**config.mk**
```make
export PLATFORM = sky130hd
export DESIGN_NAME = reg_write_arbiter
export DESIGN_NICKNAME = d
export VERILOG_FILES = /design/src/rtl/reg_write_arbiter.sv
export SDC_FILE = /design/constraint.sdc
export NUM_CORES = 1
export LEC_CHECK = 0
export ABC_AREA = 1
export ABC_CLOCK_PERIOD_IN_PS = 1400
export BUFFER_PORTS_ARGS = -buffer_cell sky130_fd_sc_hd__clkbuf_2
export CAP_MARGIN = 0
export CELL_PAD_IN_SITES_DETAIL_PLACEMENT = 1
export CELL_PAD_IN_SITES_GLOBAL_PLACEMENT = 2
export CORE_MARGIN = 4
export CORE_UTILIZATION = 28
export CTS_CLUSTER_DIAMETER = 120
export DETAILED_ROUTE_END_ITERATION = 6
export GPL_ROUTABILITY_DRIVEN = 0
export HOLD_SLACK_MARGIN = 0.02
export PLACE_DENSITY_LB_ADDON = 0.1
export SYNTH_ARGS = -nofsm -noshare
export SYNTH_HDL_FRONTEND = slang
export SYNTH_SLANG_ARGS = --single-unit
```
**constraint.sdc**
```tcl
create_clock -name i_clk -period 1.4 [get_ports i_clk]
set_input_delay 0.21 -clock i_clk [delete_from_list [all_inputs] [get_ports i_clk]]
set_output_delay 0.21 -clock i_clk [all_outputs]
set_load 0.01 [all_outputs]
```
**src/rtl/reg_write_arbiter.sv**
```systemverilog
// Purpose : shares the single register-bank write port between ID immediates and WB results.
// Latency : one registered stage; a request granted at edge N is on wr_* after edge N.
// Backpres: o_wb_stall (comb) holds WB only on a forced drain; o_id_stall parks ID after a conflict.
//
// Ports
//   i_clk, i_rst_n                     clock (rising edge), async active-low reset
//   i_imm_req / i_imm_dst / i_imm_data ID-stage immediate write request
//   i_wb_req  / i_wb_dst  / i_wb_data  WB-stage result write request
//   o_wr_en / o_wr_addr / o_wr_data    registered register-bank write port
//   o_wr_sel                           registered source of the write: 1=WB, 0=immediate
//   o_id_stall                         registered: parked immediate pending
//   o_wb_stall                         combinational: WB request not accepted this cycle
//   o_proto_err                        sticky: imm request seen while ID was stalled
module reg_write_arbiter #(
  parameter int ARQ        = 16,
  parameter int RAW        = 3,
  parameter int STARVE_MAX = 4
) (
  input  logic           i_clk,
  input  logic           i_rst_n,
  input  logic           i_imm_req,
  input  logic [RAW-1:0] i_imm_dst,
  input  logic [ARQ-1:0] i_imm_data,
  input  logic           i_wb_req,
  input  logic [RAW-1:0] i_wb_dst,
  input  logic [ARQ-1:0] i_wb_data,
  output logic           o_wr_en,
  output logic [RAW-1:0] o_wr_addr,
  output logic [ARQ-1:0] o_wr_data,
  output logic           o_wr_sel,
  output logic           o_id_stall,
  output logic           o_wb_stall,
  output logic           o_proto_err
);

  localparam int AW = $clog2(STARVE_MAX + 1);

  typedef enum logic {
    S_EMPTY = 1'b0,
    S_HELD  = 1'b1
  } state_t;

  state_t         r_state;
  logic [AW-1:0]  r_age;
  logic [RAW-1:0] r_park_dst;
  logic [ARQ-1:0] r_park_data;
  logic           r_wr_en;
  logic [RAW-1:0] r_wr_addr;
  logic [ARQ-1:0] r_wr_data;
  logic           r_wr_sel;
  logic           r_id_stall;
  logic           r_proto_err;

  // The parked immediate has lost STARVE_MAX times in a row: it takes the
  // port this cycle and WB is told to hold its request.
  logic w_force_drain;
  assign w_force_drain = (r_state == S_HELD) && (r_age == AW'(STARVE_MAX)) && i_wb_req;

  always_ff @(posedge i_clk or negedge i_rst_n) begin
    if (!i_rst_n) begin
      r_state     <= S_EMPTY;
      r_age       <= '0;
      r_park_dst  <= '0;
      r_park_data <= '0;
      r_wr_en     <= 1'b0;
      r_wr_addr   <= '0;
      r_wr_data   <= '0;
      r_wr_sel    <= 1'b0;
      r_id_stall  <= 1'b0;
      r_proto_err <= 1'b0;
    end else begin
      r_wr_en <= 1'b0;

      // ID ignored the stall: the buffer is left untouched, error is sticky.
      if (i_imm_req && (r_state == S_HELD)) begin
        r_proto_err <= 1'b1;
      end

      case (r_state)
        S_EMPTY: begin
          if (i_wb_req) begin
            // WB carries the older instruction, so it writes first.
            r_wr_en   <= 1'b1;
            r_wr_addr <= i_wb_dst;
            r_wr_data <= i_wb_data;
            r_wr_sel  <= 1'b1;
            if (i_imm_req) begin
              r_park_dst  <= i_imm_dst;
              r_park_data <= i_imm_data;
              r_age       <= AW'(1);
              r_state     <= S_HELD;
              r_id_stall  <= 1'b1;
            end
          end else if (i_imm_req) begin
            r_wr_en   <= 1'b1;
            r_wr_addr <= i_imm_dst;
            r_wr_data <= i_imm_data;
            r_wr_sel  <= 1'b0;
          end
        end

        S_HELD: begin
          if (!i_wb_req || w_force_drain) begin
            r_wr_en    <= 1'b1;
            r_wr_addr  <= r_park_dst;
            r_wr_data  <= r_park_data;
            r_wr_sel   <= 1'b0;
            r_age      <= '0;
            r_state    <= S_EMPTY;
            r_id_stall <= 1'b0;
          end else begin
            // Here age < STARVE_MAX, so the increment cannot pass the limit.
            r_wr_en   <= 1'b1;
            r_wr_addr <= i_wb_dst;
            r_wr_data <= i_wb_data;
            r_wr_sel  <= 1'b1;
            r_age     <= r_age + AW'(1);
          end
        end

        default: begin
          r_state <= S_EMPTY;
        end
      endcase
    end
  end

  assign o_wr_en     = r_wr_en;
  assign o_wr_addr   = r_wr_addr;
  assign o_wr_data   = r_wr_data;
  assign o_wr_sel    = r_wr_sel;
  assign o_id_stall  = r_id_stall;
  assign o_wb_stall  = w_force_drain;
  assign o_proto_err = r_proto_err;

endmodule

```
======== After elaboration in Yosys (flattened, before gate mapping) ========
Index checks and enable logic that the tools add are counted.
W data, S select, Z words.
word-level totals
  register bits ........................... 46
  input port bits ......................... 42
  output and inout port bits .............. 24
  word-level logic and storage cells ...... 50
cells by class
  add/sub/neg operators ................... 1
  equal/unequal tests ..................... 5
  multiplexer cells ....................... 25
  bitwise operators ....................... 1
  reduce and logical (&&, ||, !) cells .... 8
operators by type and width
  operator               number
  $mux W16               3
  $pmux W16 S2           1
  $mux W3                6
  $pmux W3 S2            2
  $mux W1                9
  $pmux W1 S2            4
  $reduce_and A3 Y1      2
  $ne A2 B2 Y1 const B   2
  $add A3 B1 Y3 const B  1
  $eq A3 B3 Y1 const B   1
  $logic_and A1 B1 Y1    3
  $ne A3 B3 Y1 const B   1
  $ne A2 B1 Y1 const B   1
  $reduce_and A2 Y1      1
  $logic_not A1 Y1       1
  $logic_or A1 B1 Y1     1
  $not A1 Y1             1

======== Longest topological paths before layout ========
  depth after elaboration ................. 6
  mapped depth ............................ 8
  depth with buffers taken out ............ 7

======== Worst setup path after synthesis ========
OpenSTA, ideal clock, no wires.
  path kind ............................... flip-flop to output port
  from .................................... register r_age[0]
  to ...................................... output port o_wb_stall
  data arrival time ....................... 0.986 ns
  data required time ...................... 1.190 ns
  setup slack ............................. 0.204 ns
  cell stages (with the launch flop) ...... 6
  buffers on the path ..................... 1
  cell sequence ........................... dfrtp_1 -> inv_1 -> ha_1 -> nand3_2 -> buf_2 -> nor2_1
between the ends
  longest elaborated chain between the ends .. 3
ends and longest elaborated chain
  what                              RTL line  RTL
  from (decl)                       44        logic [AW-1:0] r_age;
  from (signal assigned)            117       r_age <= r_age + AW'(1);
  $eq A3 B3 Y1                      57        assign w_force_drain = (r_state == S_HELD) && (r_age == AW'(STARVE_MAX)) && i_wb_req;
  $logic_and A1 B1 Y1 (2 in a row)  57
  to (decl)                         32        output logic o_wb_stall,
Every way passes these cells.

======== Worst setup path after layout ========
Ends and elaborated chain as after synthesis.

==> summary.txt <==
Status
  • Outcome: complete, but fails checks
  • Failing checks: negative setup slack

Clocking
  • # H-tree levels: 2
  • Clock tree buffer depth: 2
  • CTS Buf Count: 5
  • Clk slew on worst S/H paths: 0.09 ns
  • Worst-Skew Late Latency: 0.31 ns
  • CTS tree: yes
  • Root Buffer: clkbuf_8
  • CTS sink count: 46

Synth
  • Syn nets: 354
  • Synth unique cells: 19
  • Top cells by area, synth: dfrtp_1 (50%), nand2_1 (18%), nand3_1 (8.7%)
  • Yosys reg bits: 46
  • Most frequent cells after synthesis: nand2_1 (108), dfrtp_1 (46), nand3_1 (40)
  • Average cell area after synthesis: 7.45 sq um
  • Gate Count Post-Synth: 310
  • FFs w/ async S/R, synth: 100%
  • Post-synth top area share: 49.9%
  • Dominant synthesized flop cell: dfrtp_1
  • Mapped Area: 0.00231 sq mm
  • Library cell with the highest instance count after synthesis: nand2_1
  • Count of flip-flops with a built-in enable after synthesis: 0
  • Most area-hungry cell type in the Yosys netlist: dfrtp_1
  • Register area share after synthesis: 49.9%
  • Syn. warnings: 0

Floorplan
  • Die W: 98.8 microns
  • Area of the die: 0.00976 sq mm
  • Core area: 0.00789 sq mm
  • Die Height: 98.8 microns
  • Top Ports: 66
  • Row cnt: 32
  • Initial core utilization: 29.3%

STA
  • Final worst slack: -0.191 ns
  • Final Hold Slack: 0.140 ns
  • Worst slew pin tran: 0.315 ns
  • Final Max Tran Viols: 0
  • Clk_skew: 0.0101 ns
  • Unrepaired setup endpoints after global routing: true
  • Setup violators final: 5
  • Fin Setup TNS: -0.261 ns
  • Final Hold Fails: 0
  • Post-route clock period utilization: 114%
  • Max_slew headroom: 79.0%
  • Final min period: 1.59 ns
  • FMAX: 629 MHz

Routing
  • # DRC: 0
  • Via/cell ratio: 4.60
  • DRT Wirelength: 7750 microns
  • Via count: 2267
  • 1st-iter DRT viols: 93
  • Drt pass-1 iters: 4
  • Routed wire length per instance: 15.7 microns
  • DRT antenna net count: 0

GRT
  • Largest net degree at the start of global routing: 47
  • First-pass GRT wire length: 12700 microns
  • Antenna violations before repair: 0
  • Vias in the first global route: 2449
  • Remaining Overflow, GRT: 0
  • Total track usage: 16.4%

Pwr
  • Static Leak: 1.68 nW
  • Combinational share of power: 24.4%
  • Switch Pwr: 1.12 mW
  • Switching share of power: 30.9%
  • PwrDens: 1160 mW/mm^2
  • Reg power frac: 46.3%
  • Internal power: 2.49 mW
  • Clock share of power: 29.2%
  • Max IR drop VDD: 0.459 mV

Placement
  • Number of port buffers: 65
  • DP Area: 0.00285 sq mm
  • Post-DP HPWL: 5310 microns
  • Pre-CTS WS: 0.0509 ns

Min path
  • Min-Delay Path Class: in2reg

Setup path
  • CP Capture Type: output pin
  • Worst Path Required: 1.19 ns
  • Critical path class: reg2out
  • CP Launch Type: flip-flop
  • WP data arrival: 1.38 ns
  • Crit-path max FO: 2

Cells and area
  • Area Growth Syn to Fin: 34.9%
  • Final Util: 39.5%
  • Ant. Diodes: 0
  • Filler instances: 991
  • Design area: 0.00311 sq mm
  • Share of cells above drive strength 1: 30.2%
  • Nets: 435

Run
  • Max_cap viols: 0
==> power groups by stage <==
stage,clock network [mW],registers [mW],logic (mW)
after floorplan,0,1.71,0.413
after global placement,0,1.69,0.804
after detailed placement,0,1.70,0.814
after CTS,1.10,1.67,0.841
after global routing,1.15,1.70,1.01
final,1.05,1.67,0.881
==> flip-flops by register name (all words and copies together), names as in the netlist <==
register and count:
o_proto_err 1, o_wr_addr 3, o_wr_sel 1, r_park_dst 3, o_id_stall 1, r_state 1, o_wr_data 16, r_age 3
r_park_data 16, o_wr_en 1
==> cells in the final DEF, fill, tap and decap left out, types with 4 or more instances in the layout <==
master    netlist  routed
a21oi_1        19      13
a21oi_2         0       6
buf_4           1      21
buf_6           1       6
clkbuf_2        0      64
clkbuf_8        0       6
dfrtp_1        46      45
inv_1          24      22
inv_2           2       4
nand2_1       108     107
nand3_1        40      40
nor2_1         21      20
o21ai_0        14      13
o21ai_1         8       9
==> worst max-delay path, stage by stage (launching register included) <==
cell     delay [ns]
dfrtp_1        0.40
inv_1          0.11
ha_4           0.16
nand3_4        0.06
buf_6          0.14
nor2_4         0.10
buf_6          0.10
==> logic make-up (layout without fill, tap and decap cells) <==
logic type	after synthesis	in the layout	synth area share, %
simple gates	173	173	30.9
buf+inv	47	128	8.94
flops	46	46	49.9
compound gates	42	42	9.21
fa+ha+maj	2	2	1.08
==> final cells by class <==
type                            count  area (sq um)  area share (%)
Multi-Input combinational cell    217          1010            32.4
Sequential cell                    46          1150            37.0
Inverter                           26          97.6            3.13
Clock buffer                        6          82.6            2.65
Clock inverter                      1          30.0           0.964
Tap cell                          102           128            4.10
Timing Repair Buffer               95           616            19.8
==> final timing paths <==
kind / from / endpoint / slack, ns / cells past startpoint
worst max register to register: r_age[0]$_DFFE_PN0P_ / o_wr_data[12]$_DFFE_PN0P_ / -0.04 / 9
max in group asynchronous: i_rst_n / r_state$_DFF_PN0_ / 0.73 / 3
min in group asynchronous: i_rst_n / o_wr_data[0]$_DFFE_PN0P_ / 0.42 / 3
worst min register to register: r_park_data[11]$_DFFE_PN0P_ / r_park_data[11]$_DFFE_PN0P_ / 0.48 / 2
worst max-delay path: r_age[0]$_DFFE_PN0P_ / o_wb_stall / -0.19 / 6
worst min-delay path: i_imm_dst[0] / r_park_dst[0]$_DFFE_PN0P_ / 0.14 / 3
==> through the flow <==
stage | std cells | power, mW
global route | 493 | 3.85
CTS | 491 | 3.61
floorplan | 310 | 2.12
global placement | 480 | 2.49
detailed placement | 480 | 2.51
finish | 493 | 3.61
==> layer usage <==
metal	global-route usage, %	part of all wire, %
met5	0	0
met4	4.10	1.1
met3	3.68	4.5
met2	27.3	48
met1	21.7	46
==> what timing repair did <==
action / 4_1_cts / 5_1_grt
setup endpoints to repair: 1 / 30
hold buffers: 1 / 0
endpoints found under the hold margin: 46 / 0
gates cloned: 0 / 2
pin swaps: 1 / 4
resized for setup: 5 / 22
buffers inserted: 3 / 0
No activity file was read; power rests on OpenSTA's default activity.
